===== src/rtl/multicycle_control.sv =====
`default_nettype none
// +----------------------------------------------------------------------------+
// | multicycle_control                                                         |
// | Multi-cycle FSM control unit for the 9-bit-instruction core: per-state     |
// | datapath strobes, stored compare flag, Start/Ack handshake and a           |
// | saturating retired-instruction counter.                                    |
// | Optional feature macro: MEM_WAIT_EN (MEM state waits for MemReady).        |
// | Revision: 1.0                                                              |
// +----------------------------------------------------------------------------+
module multicycle_control #(
    parameter int OPW       = 4,
    parameter int MCODEBITS = 9,
    parameter int CNTW      = 16
) (
    input  logic                 Clk,
    input  logic                 Reset,
    input  logic                 Start,
    input  logic [MCODEBITS-1:0] Instr,
    input  logic                 Equal,
    input  logic                 MemReady,
    output logic                 Ack,
    output logic                 IRWrite,
    output logic                 PCWrite,
    output logic                 PCSrc,
    output logic                 RegDst,
    output logic                 ALUSrc,
    output logic                 MemtoReg,
    output logic                 RegWrite,
    output logic                 MemRead,
    output logic                 MemWrite,
    output logic                 FlagWrite,
    output logic [OPW-1:0]       ALUOp,
    output logic                 Flag,
    output logic [CNTW-1:0]      InstCount
);

    localparam logic [3:0] OP_SLL  = 4'h1;
    localparam logic [3:0] OP_SLR  = 4'h2;
    localparam logic [3:0] OP_AND  = 4'h6;
    localparam logic [3:0] OP_ADDI = 4'h7;
    localparam logic [3:0] OP_BNE  = 4'h8;
    localparam logic [3:0] OP_BEQ  = 4'h9;
    localparam logic [3:0] OP_MOVI = 4'hA;
    localparam logic [3:0] OP_SW   = 4'hB;
    localparam logic [3:0] OP_LW   = 4'hC;
    localparam logic [3:0] OP_CMP  = 4'hD;
    localparam logic [3:0] OP_HALT = 4'hE;
    localparam logic [3:0] OP_NOP  = 4'hF;

    typedef enum logic [2:0] {
        S_IDLE   = 3'd0,
        S_FETCH  = 3'd1,
        S_DECODE = 3'd2,
        S_EXEC   = 3'd3,
        S_MEM    = 3'd4,
        S_WB     = 3'd5,
        S_DONE   = 3'd6
    } state_t;

    state_t          state_q, state_d;
    logic            flag_q, flag_d;
    logic [CNTW-1:0] count_q, count_d;

    logic [OPW-1:0]  opcode;
    logic            upper_nz;
    logic [3:0]      op4;
    logic [OPW-1:0]  alu_op;
    logic            alu_src;
    logic            mem_done;
    logic            unused_inputs;

    assign opcode = Instr[MCODEBITS-1 -: OPW];

    // Wide opcodes with any nonzero upper bit collapse to NOP.
    generate
        if (OPW > 4) begin : g_wide_op
            assign upper_nz = |opcode[OPW-1:4];
        end else begin : g_narrow_op
            assign upper_nz = 1'b0;
        end
    endgenerate

    assign op4     = upper_nz ? OP_NOP : opcode[3:0];
    assign alu_op  = (op4 <= OP_MOVI || op4 == OP_CMP) ? OPW'(op4) : {OPW{1'b1}};
    assign alu_src = (op4 == OP_SLL) || (op4 == OP_SLR) || (op4 == OP_ADDI) ||
                     (op4 == OP_MOVI) || (op4 == OP_SW) || (op4 == OP_LW);

`ifdef MEM_WAIT_EN
    assign mem_done = MemReady;
`else
    assign mem_done = 1'b1;
`endif

    assign unused_inputs = ^{Instr, MemReady};

    always_comb begin
        state_d   = state_q;
        flag_d    = flag_q;
        count_d   = count_q;
        Ack       = 1'b0;
        IRWrite   = 1'b0;
        PCWrite   = 1'b0;
        PCSrc     = 1'b0;
        RegDst    = 1'b0;
        ALUSrc    = 1'b0;
        MemtoReg  = 1'b0;
        RegWrite  = 1'b0;
        MemRead   = 1'b0;
        MemWrite  = 1'b0;
        FlagWrite = 1'b0;
        ALUOp     = {OPW{1'b1}};

        case (state_q)
            S_IDLE: begin
                if (Start) state_d = S_FETCH;
            end
            S_FETCH: begin
                IRWrite = 1'b1;
                state_d = S_DECODE;
            end
            S_DECODE: begin
                if (op4 == OP_HALT) begin
                    state_d = S_DONE;
                end else if (op4 == OP_NOP) begin
                    PCWrite = 1'b1;
                    state_d = S_FETCH;
                end else begin
                    state_d = S_EXEC;
                end
            end
            S_EXEC: begin
                ALUOp  = alu_op;
                ALUSrc = alu_src;
                if (op4 == OP_BEQ || op4 == OP_BNE) begin
                    PCWrite = 1'b1;
                    PCSrc   = (op4 == OP_BEQ) ? flag_q : ~flag_q;
                    state_d = S_FETCH;
                end else if (op4 == OP_CMP) begin
                    FlagWrite = 1'b1;
                    PCWrite   = 1'b1;
                    flag_d    = Equal;
                    state_d   = S_FETCH;
                end else if (op4 == OP_SW || op4 == OP_LW) begin
                    state_d = S_MEM;
                end else begin
                    state_d = S_WB;
                end
            end
            S_MEM: begin
                if (op4 == OP_SW) begin
                    MemWrite = 1'b1;
                    if (mem_done) begin
                        PCWrite = 1'b1;
                        state_d = S_FETCH;
                    end
                end else begin
                    MemRead = 1'b1;
                    if (mem_done) state_d = S_WB;
                end
            end
            S_WB: begin
                RegWrite = 1'b1;
                MemtoReg = (op4 == OP_LW);
                RegDst   = (op4 <= OP_AND);
                PCWrite  = 1'b1;
                state_d  = S_FETCH;
            end
            S_DONE: begin
                Ack = 1'b1;
                if (!Start) state_d = S_IDLE;
            end
            default: state_d = S_IDLE;
        endcase

        if (PCWrite && (count_q != {CNTW{1'b1}})) count_d = count_q + CNTW'(1);
    end

    assign Flag      = flag_q;
    assign InstCount = count_q;

    always_ff @(posedge Clk or negedge Reset) begin
        if (!Reset) begin
            state_q <= S_IDLE;
            flag_q  <= 1'b0;
            count_q <= '0;
        end else begin
            state_q <= state_d;
            flag_q  <= flag_d;
            count_q <= count_d;
        end
    end

endmodule
`default_nettype wire


===== config.mk =====
export PLATFORM = sky130hd
export DESIGN_NAME = multicycle_control
export DESIGN_NICKNAME = d
export VERILOG_FILES = /design/src/rtl/multicycle_control.sv
export SDC_FILE = /design/constraint.sdc
export NUM_CORES = 1
export LEC_CHECK = 0
export BUFFER_PORTS_ARGS = -buffer_cell sky130_fd_sc_hd__buf_2
export CORE_MARGIN = 3
export CORE_UTILIZATION = 30
export CTS_CLUSTER_SIZE = 14
export DETAILED_ROUTE_END_ITERATION = 7
export PLACE_DENSITY_LB_ADDON = 0.12
export SLEW_MARGIN = 15
export SYNTH_ARGS = -nofsm -noshare
export SYNTH_HDL_FRONTEND = slang
export SYNTH_SLANG_ARGS = --single-unit

===== constraint.sdc =====
create_clock -name Clk -period 4.95 [get_ports Clk]
set_input_delay 0.2475 -clock Clk [delete_from_list [all_inputs] [get_ports Clk]]
set_output_delay 0.2475 -clock Clk [all_outputs]
set_load 0.01 [all_outputs]

==> impl_metrics.xml <==
<?xml version="1.0" encoding="UTF-8"?>
<metrics>
  <group name="finish">
    <metric name="diodes" unit="">0</metric>
    <metric name="mostFrequentLayoutCells" unit="">buf_2 (39), dfrtp_1 (20), nand2_1 (15), xor2_1 (15), nor3_1 (9)</metric>
    <metric name="commonest_non_fill_non_tap_cell_in_the_layout" unit="">buf_2</metric>
    <metric name="stdcell_count" unit="">225</metric>
    <metric name="final_net_count" unit="">191</metric>
    <metric name="areaGrowthSynthToFinish" unit="%">22.2</metric>
    <metric name="share_of_layout_cells_above_drive_strength_1" unit="%">29.1</metric>
  </group>
  <group name="sta">
    <metric name="tightest_slew" unit="ns">0.944</metric>
    <metric name="max_freq" unit="GHz">0.396</metric>
    <metric name="period_needed" unit="ns">2.52</metric>
    <metric name="finalSetupViolCount" unit="">0</metric>
    <metric name="grt_setup_unrepaired" unit="">no</metric>
    <metric name="relSlewSlack" unit="%">37.1</metric>
    <metric name="finalMaxSlewViolations" unit="">0</metric>
    <metric name="ratio_of_final_minimum_period_to_clock_period" unit="%">51.0</metric>
    <metric name="timing.clock.skew" unit="ns">0.00697</metric>
    <metric name="final.setup.tns" unit="ns">0</metric>
    <metric name="finalHoldViolCount" unit="">0</metric>
    <metric name="layout_setup_ws" unit="ns">2.43</metric>
  </group>
  <group name="worst_setup_path">
    <metric name="worstSetupEndpointType" unit="">output port</metric>
    <metric name="reg2reg_setup_slack" unit="ns">2.54</metric>
    <metric name="worst-endpoint-required" unit="ns">4.70</metric>
    <metric name="crit_path_arrival_time" unit="ns">2.28</metric>
    <metric name="worst-r2r-cell-count" unit="">5</metric>
    <metric name="crit_type" unit="">reg -&gt; out</metric>
    <metric name="max_stage_delay" unit="ns">0.89</metric>
    <metric name="timing.critical_path.slowest_stage_cell" unit="">a2111oi_4</metric>
    <metric name="path_cells" unit="">nand2b_1 -&gt; o21ai_2 -&gt; a2111oi_4 -&gt; inv_1 -&gt; buf_2</metric>
    <metric name="reg2reg_from" unit="">state_q[1]</metric>
    <metric name="critPathMaxFanout" unit="">16</metric>
    <metric name="critical_path.startpoint_type" unit="">register</metric>
    <metric name="destination_of_the_worst_register_to_register_timing_path" unit="">InstCount[10]</metric>
  </group>
  <group name="synth">
    <metric name="postSynthCellCount" unit="">139</metric>
    <metric name="synthDominantCellAreaShare" unit="%">38.4</metric>
    <metric name="synth_area_leaders" unit="">dfrtp_1 (38%), xor2_1 (10%), nand2_1 (4.3%)</metric>
    <metric name="ys_seq_elements" unit="">20</metric>
    <metric name="synthesis.yosys.warnings" unit="">0</metric>
    <metric name="count_of_flip_flops_with_a_built_in_enable_after_synthesis" unit="">0</metric>
    <metric name="synth_fp_nets" unit="">154</metric>
    <metric name="number_of_library_cell_types_mapped_by_synthesis" unit="">41</metric>
    <metric name="synth_top_cell_by_area" unit="">dfrtp_1</metric>
    <metric name="dominantRegCellSynth" unit="">dfrtp_1</metric>
    <metric name="synth_sequential_area_ratio" unit="%">38.4</metric>
    <metric name="asyncSetResetFlopFracSynth" unit="%">100</metric>
    <metric name="syn-cell-area" unit="um2">1300</metric>
    <metric name="synth_area_per_cell" unit="um2">9.38</metric>
  </group>
  <group name="clocking">
    <metric name="clkLatencyLatePin" unit="ns">0.26</metric>
    <metric name="root_buffer" unit="">clkbuf_8</metric>
    <metric name="cts_tree" unit="">yes</metric>
    <metric name="clk_pin_slew_worst_paths" unit="ns">0.07</metric>
    <metric name="htree_num_levels" unit="">1</metric>
    <metric name="post_cts_hold_buffer_count" unit="">1</metric>
    <metric name="cts_sinks" unit="">20</metric>
    <metric name="cts_buffer_depth" unit="">2</metric>
    <metric name="cts_resized" unit="">0</metric>
    <metric name="cts_setup_buffers" unit="">0</metric>
    <metric name="cts_made_buffers" unit="">3</metric>
  </group>
  <group name="floorplanning">
    <metric name="placementRows" unit="">23</metric>
    <metric name="core-area" unit="um2">4090</metric>
    <metric name="die_area" unit="um2">5170</metric>
    <metric name="initial_core_util" unit="%">31.9</metric>
    <metric name="io_pins" unit="">46</metric>
    <metric name="die-height" unit="um">71.9</metric>
    <metric name="die-width" unit="um">71.9</metric>
  </group>
  <group name="grt">
    <metric name="grt_antenna_before_repair" unit="">0</metric>
    <metric name="globalRouteOverflowTotal" unit="">0</metric>
    <metric name="grt_pass1_vias" unit="">1118</metric>
    <metric name="largest_net_degree_at_the_start_of_global_routing" unit="">21</metric>
    <metric name="grt_pass1_wl" unit="um">5200</metric>
    <metric name="groute.usage.overall" unit="%">12.3</metric>
  </group>
  <group name="power">
    <metric name="p_sw" unit="uW">235</metric>
    <metric name="power.share.switching" unit="%">36.8</metric>
    <metric name="power_per_cell_area" unit="nW/um2">401</metric>
    <metric name="cellInternalPower" unit="uW">404</metric>
    <metric name="power.share.clock" unit="%">25.3</metric>
    <metric name="comb_power_share" unit="%">34.6</metric>
    <metric name="power.static_leakage" unit="nW">0.795</metric>
    <metric name="worst_ir_drop_vdd" unit="mV">0.200</metric>
    <metric name="power.share.sequential" unit="%">40.0</metric>
  </group>
  <group name="routing">
    <metric name="drt_iter0_drc" unit="">80</metric>
    <metric name="route.antenna.remaining_nets" unit="">0</metric>
    <metric name="detail_route.drc_violations" unit="">0</metric>
    <metric name="via_per_inst" unit="">4.90</metric>
    <metric name="vias" unit="">1102</metric>
    <metric name="drt_pre_antenna_iters" unit="">4</metric>
    <metric name="detailed_route_wire_length_per_cell" unit="um">13.1</metric>
    <metric name="wl" unit="um">2960</metric>
  </group>
  <group name="min_path">
    <metric name="hold_path_startpoint" unit="">Equal</metric>
    <metric name="path_class_of_the_lowest_slack_min_delay_path" unit="">in -&gt; reg</metric>
    <metric name="whs_endpoint" unit="">Flag</metric>
    <metric name="whs_path_depth" unit="">2</metric>
  </group>
  <group name="placement">
    <metric name="detailedPlace.worstSlack" unit="ns">2.55</metric>
    <metric name="placed_cells" unit="">220</metric>
    <metric name="numPortBuffers" unit="">39</metric>
    <metric name="gpl.final_weighted_congestion" unit="">0.776</metric>
    <metric name="dpl.hpwl" unit="um">2260</metric>
  </group>
  <group name="run">
    <metric name="maxCapViolCount" unit="">0</metric>
  </group>
  <group name="outcome">
    <metric name="status" unit="">complete, no violations</metric>
  </group>
</metrics>
registers in the layout, summed over array words and instances (netlist names):
signal and cells:
InstCount 16, Flag 1, state_q 3
worst max path at each step:
stage | startpoint | to | slack, ns | cells past startpoint
2_1_floorplan | state_q[1] | InstCount[10] | 3.15 | 6
3_3_place_gp | state_q[1] | InstCount[10] | 2.55 | 5
3_5_place_dp | state_q[1] | InstCount[10] | 2.55 | 5
4_1_cts | state_q[1] | PCWrite | 2.41 | 5
5_1_grt | state_q[1] | PCWrite | 2.26 | 5
6_report | state_q[1] | PCWrite | 2.43 | 5
synthesized netlist by cell type (2+ instances only):
master    number
xnor2_1        2
xor2_1        15
nor3b_1        3
buf_4          2
nor2_1         8
and2_1         3
nand2_1       15
nor4_2         2
dfrtp_1       20
nor3_1         9
nor4b_1        3
mux2_1         2
nor2b_1        2
and3_1         3
nand4_1        4
nand2b_1       6
o22ai_1        2
or3_1          3
a21oi_1        3
nor4_1         3
buf_2          4
o21ai_0        3
inv_1          4
per-stage QoR:
| stage | power (mW) | instance area (um2) | hold WS [ns] | utilization (%) |
|---|---|---|---|---|
| after floorplan | 0.415 | 1300 | -0.0481 | - |
| after global placement | 0.481 | 1510 | 0.219 | 37.0 |
| after detailed placement | 0.484 | 1510 | 0.224 | 37.0 |
| after CTS | 0.649 | 1590 | 0.220 | 39.0 |
| after global routing | 0.690 | 1590 | 0.221 | 39.0 |
| final | 0.639 | 1590 | 0.225 | 39.0 |
layer usage:
| layer | part of all wire, % | GRT usage, % | vias to the layer above |
|---|---|---|---|
| met2 | 45 | 20.2 | 20 |
| met1 | 49 | 17.1 | 514 |
| met5 | 0 | 0 | - |
| met3 | 4.7 | 2.22 | 2 |
| met4 | 0.44 | 2.51 | 0 |
| li1 | - | - | 566 |
kinds of logic after synthesis:
logic type                 synth area share (%)
AOI/OAI and AO/OA                          9.21
muxes                                      2.59
DFF                                        38.4
and+or+nand+nor                            32.4
xor gates and xnor gates                   11.4
adders and majority gates                 0.960
buffers and inverters                      4.99
power by group through the flow:
stage,clock network [mW],registers [mW],logic [mW]
4_1_cts,0.167,0.256,0.226
6_report,0.162,0.256,0.221
2_1_floorplan,0,0.241,0.174
5_1_grt,0.174,0.265,0.250
3_5_place_dp,0,0.258,0.225
3_3_place_gp,0,0.257,0.224
worst max-delay path, delay by kind of cell, from the launching register on:
family	cells	cell delay, ns
buffers and inverters	2	0.25
DFF	1	0.49
and+or+nand+nor	1	0.28
AOI/OAI and AO/OA	2	1.00
layout make-up:
cell class | instances | area, um2
clock buffer | 3 | 41.3
clock inverter | 1 | 30.0
fill | 442 | 2490
inverter | 4 | 15.0
multi-input combinational | 107 | 738
sequential | 20 | 500
tap | 50 | 62.6
timing repair buffer | 40 | 205
Power figures use the tool's default switching activity.
